File: src/rtl/sr_cmd_conditioner.sv
// Request conditioner ahead of the SR flip-flop: synchronizes and debounces raw set/reset
// lines, turns debounced rising edges into spaced, mutually exclusive one-cycle S/R pulses.
module sr_cmd_conditioner #(
   parameter int unsigned SYNC_STAGES = 2,
   parameter int unsigned DB_CYCLES   = 16,
   parameter int unsigned HOLDOFF     = 4
) (
   input  logic clk,
   input  logic rst_n,
   input  logic set_raw,
   input  logic rst_raw,
   output logic S,
   output logic R,
   output logic busy,
   output logic conflict,
   output logic set_db,
   output logic rst_db
);

   localparam int unsigned CW = $clog2(DB_CYCLES + 1);
   localparam int unsigned HW = $clog2(HOLDOFF + 1);

   typedef enum logic [1:0] {
      IDLE,
      ISSUE_S,
      ISSUE_R,
      HOLD
   } state_t;

   // Channel index 0 carries set, index 1 carries reset.
   logic [1:0] raw_w;
   logic [1:0] db_w;
   logic [1:0] rise_w;
   logic [1:0] db_prev_q;
   logic [1:0] pend_q, pend_d;
   logic [1:0] clr_w;

   state_t        state_q, state_d;
   logic [HW-1:0] hold_q, hold_d;
   logic          s_q, s_d;
   logic          r_q, r_d;
   logic          busy_q, busy_d;
   logic          conflict_q, conflict_d;
   logic          arb_w;

   assign raw_w = {rst_raw, set_raw};

   for (genvar ch = 0; ch < 2; ch++) begin : g_ch
      logic [SYNC_STAGES-1:0] sync_q;
      logic [CW-1:0]          cnt_q, cnt_d;
      logic                   db_q, db_d;

      always_ff @(posedge clk or negedge rst_n) begin
         if (!rst_n) begin
            sync_q <= '0;
            cnt_q  <= '0;
            db_q   <= 1'b0;
         end else begin
            sync_q <= {sync_q[SYNC_STAGES-2:0], raw_w[ch]};
            cnt_q  <= cnt_d;
            db_q   <= db_d;
         end
      end

      // The counter holds DB_CYCLES for one cycle; the level flips on the following edge.
      always_comb begin
         cnt_d = cnt_q;
         db_d  = db_q;
         if (cnt_q == CW'(DB_CYCLES)) begin
            db_d  = ~db_q;
            cnt_d = '0;
         end else if (sync_q[SYNC_STAGES-1] != db_q) begin
            cnt_d = cnt_q + 1'b1;
         end else begin
            cnt_d = '0;
         end
      end

      assign db_w[ch] = db_q;
   end

   assign rise_w = db_w & ~db_prev_q;

   always_ff @(posedge clk or negedge rst_n) begin
      if (!rst_n) begin
         db_prev_q  <= '0;
         pend_q     <= '0;
         state_q    <= IDLE;
         hold_q     <= '0;
         s_q        <= 1'b0;
         r_q        <= 1'b0;
         busy_q     <= 1'b0;
         conflict_q <= 1'b0;
      end else begin
         db_prev_q  <= db_w;
         pend_q     <= pend_d;
         state_q    <= state_d;
         hold_q     <= hold_d;
         s_q        <= s_d;
         r_q        <= r_d;
         busy_q     <= busy_d;
         conflict_q <= conflict_d;
      end
   end

   // The last HOLD cycle arbitrates like IDLE so commands can follow HOLDOFF+1 cycles apart.
   always_comb begin
      state_d    = state_q;
      hold_d     = hold_q;
      clr_w      = '0;
      conflict_d = 1'b0;
      arb_w      = 1'b0;
      case (state_q)
         IDLE: arb_w = 1'b1;
         ISSUE_S: begin
            clr_w[0] = 1'b1;
            state_d  = HOLD;
            hold_d   = HW'(HOLDOFF - 1);
         end
         ISSUE_R: begin
            clr_w[1] = 1'b1;
            state_d  = HOLD;
            hold_d   = HW'(HOLDOFF - 1);
         end
         HOLD: begin
            if (hold_q == '0) begin
               state_d = IDLE;
               arb_w   = 1'b1;
            end else begin
               hold_d = hold_q - 1'b1;
            end
         end
         default: state_d = IDLE;
      endcase
      if (arb_w) begin
         if (pend_q[1]) begin
            state_d = ISSUE_R;
            if (pend_q[0]) begin
               conflict_d = 1'b1;
               clr_w[0]   = 1'b1;
            end
         end else if (pend_q[0]) begin
            state_d = ISSUE_S;
         end
      end
      pend_d = rise_w | (pend_q & ~clr_w);
      s_d    = (state_d == ISSUE_S);
      r_d    = (state_d == ISSUE_R);
      busy_d = (state_d != IDLE);
   end

   assign S        = s_q;
   assign R        = r_q;
   assign busy     = busy_q;
   assign conflict = conflict_q;
   assign set_db   = db_w[0];
   assign rst_db   = db_w[1];

endmodule

File: config.mk
export PLATFORM = sky130hd
export DESIGN_NAME = sr_cmd_conditioner
export DESIGN_NICKNAME = d
export VERILOG_FILES = /design/src/rtl/sr_cmd_conditioner.sv
export SDC_FILE = /design/constraint.sdc
export NUM_CORES = 1
export LEC_CHECK = 0
export ABC_AREA = 1
export CORE_MARGIN = 8
export CORE_UTILIZATION = 27
export CTS_CLUSTER_DIAMETER = 80
export CTS_CLUSTER_SIZE = 10
export DETAILED_ROUTE_END_ITERATION = 6
export GPL_ROUTABILITY_DRIVEN = 1
export PLACE_DENSITY_LB_ADDON = 0.1
export SYNTH_ARGS = -nofsm -noshare
export SYNTH_HDL_FRONTEND = slang
export SYNTH_SLANG_ARGS = --single-unit
File: constraint.sdc
create_clock -name clk -period 1.7 [get_ports clk]
set_clock_uncertainty 0.1 [all_clocks]
set_input_delay 0.34 -clock clk [delete_from_list [all_inputs] [get_ports clk]]
set_output_delay 0.34 -clock clk [all_outputs]
set_load 0.05 [all_outputs]
==> qor.yml <==
hold_viol_final: 0
path_class: "reg -> reg"
finalCritPeriodShare: 0.902
start_util: 0.275
ys_seq_area_frac: 0.567
crit_required_ps: 1760
post-route-drc-count: 0
worstSetupEndpointType: "flip-flop"
io_pins: 10
period_minus_slack_ps: 1530
ys_ff_latch: 29
finalSetupViolCount: 0
vdd_drop_max_mv: 0.487
rsz0062_at_grt: "false"
grt_pass1_wl_um: 3830
via_per_inst: 4.05
hold_buffers: 0
cts-root-buf: "clkbuf_8"
crit_fanout: 4
slowest_stage: "dfrtp_1"
grt_max_degree: 30
slew-limit-headroom: 0.749
post_cts_buffers: 0
crit_chain: "inv_1, ha_1, o21ai_0, inv_2, nor2_1, a31oi_1"
dp_slack_ps: 179
cts_buffers: 5
grtUsageTotal: 0.0695
slowest_delay_ps: 410
syn_area_um2: 1280
dieHeight_um: 84.9
postCtsResizedCells: 0
wl_per_cell_um: 10.8
crit_buf_inv: 2
crit_cells: 6
avgSynthCellArea_um2: 10.8
ant_nets: 0
cp.arrival_ps: 1590
fillers: 477
fp.dieArea_um2: 7200
ys_warn_count: 0
place_congestion: 0.696
clkSinkCount: 29
h-tree-depth: 2
fin_nets: 150
die_x_um: 84.9
drt-total-wl_um: 2070
status: "finished, final reports clean"
multi_input_area_um2: 475
drtIter0Drc: 15
crit_family: "flip-flops"
hp-class: "reg -> reg"
maxCapViolations: 0
diodes: 0
ff2ff_path_depth: 6
fmax_ghz: 0.652
worstMarginPinSlew_ps: 377
drive_gt1_frac: 0.212
grt_pass1_vias: 816
hpwl_um: 1440
syn-instance-count: 119
fin_cells: 191
dp_cells: 183
seq_area_um2: 726
clockBufferDepth: 2
vias: 773
layout_setup_ws_ps: 167
startpoint_type: "flip-flop"
clk_latency_ps: 280
path_clk_slew_ps: 60
first_pass_iters: 2
synth_nets: 133
core-area_um2: 4660
power_density_nw_per_um2: 1150
area_growth_pct: 20.4
cts_tree: "built"
drv_slew: 0
antenna_found_initial: 0
io_buffers: 9
overflow: 0
leakage_nw: 0.764
fin_tns_setup_ps: 0
synth_cell_type_count: 19
rows: 25
worstHoldPathCells: 0
## per-stage QoR
| stage | utilization | area, µm² | hold slack [ps] | power (W) |
|---|---|---|---|---|
| 6_report | 0.331 | 1540 | 249 | 0.00178 |
| 5_1_grt | 0.331 | 1540 | 260 | 0.00191 |
| 4_1_cts | 0.331 | 1540 | 253 | 0.00181 |
| 3_5_place_dp | 0.312 | 1460 | 237 | 0.00124 |
| 3_3_place_gp | 0.312 | 1460 | 234 | 0.00124 |
| 2_1_floorplan | - | 1280 | -55.6 | 0.00113 |
## cells in the final DEF, fill, tap and decap left out, types with 2 or more instances in the layout
master            n
dfrtp_1          29
inv_1            19
nor2_1           14
nand2_1          11
ha_1             10
nand3_1           7
xor2_1            6
nand2_2           5
clkbuf_8          5
buf_4             5
o22ai_1           3
clkdlybuf4s50_1   3
inv_2             2
nand3_2           2
xnor2_1           2
o21ai_1           2
nor3b_2           2
clkinv_2          2
buf_12            2
## synth_stat cells, drive strengths merged
cell type | count | area share
xor2 | 6 | 0.041
o21ai | 3 | 0.012
o22ai | 3 | 0.015
xnor2 | 2 | 0.014
dfrtp | 29 | 0.57
ha | 10 | 0.098
nor2 | 15 | 0.046
nand2 | 17 | 0.065
inv | 21 | 0.062
a31oi | 1 | 0.0049
nand3 | 10 | 0.057
nor3b | 2 | 0.020
## path summary, 6_finish.rpt
check	startpoint	end	slack [ps]
max	state_q[0]$_DFF_PN0_	hold_q[1]$_DFFE_PN0P_	170
min	g_ch[1].sync_q[0]$_DFF_PN0_	g_ch[1].sync_q[1]$_DFF_PN0_	250
max reg2reg	state_q[0]$_DFF_PN0_	hold_q[1]$_DFFE_PN0P_	170
min reg2reg	g_ch[1].sync_q[0]$_DFF_PN0_	g_ch[1].sync_q[1]$_DFF_PN0_	250
max in group asynchronous	rst_n	rst_db$_DFFE_PN0N_	880
min in group asynchronous	rst_n	state_q[0]$_DFF_PN0_	350
## metal layers
layer  global-route usage  vias to the layer above  wire [µm]
li1                     -                      401          -
met1               0.0813                      355        977
met2               0.0988                       11        905
met3               0.0434                        6        150
met4               0.0291                        0         39
met5                    0                        -          0
## kinds of logic after synthesis
family	count (synthesis)	synth area share
fa+ha+maj	10	0.0978
xor+xnor	8	0.0547
simple gates	44	0.188
buf+inv	21	0.0616
flops	29	0.567
compound gates	7	0.0313
## cell type report
class | count | area share
multi-input combinational | 69 | 0.308
clock inverter | 3 | 0.0114
sequential | 29 | 0.471
clock buffer | 5 | 0.0446
tap | 54 | 0.0438
inverter | 21 | 0.0511
timing repair buffer | 10 | 0.0698
## report_power, final
part | internal [W] | leakage, nW | total [W] | switching [W]
clock | 0.000282 | 0.0439 | 0.000552 | 0.000270
combinational | 0.000145 | 0.340 | 0.000416 | 0.000271
sequential | 0.000762 | 0.381 | 0.000808 | 0.0000455
total | 0.00119 | 0.764 | 0.00178 | 0.000587
## sequential cells by signal (all words and copies together) (netlist names)
name         count
g_ch.sync_q      4
state_q          2
S                1
hold_q           3
g_ch.cnt_q      10
conflict         1
busy             1
R                1
rst_db           1
pend_q           2
set_db           1
db_prev_q        2
Power figures use the tool's default switching activity.
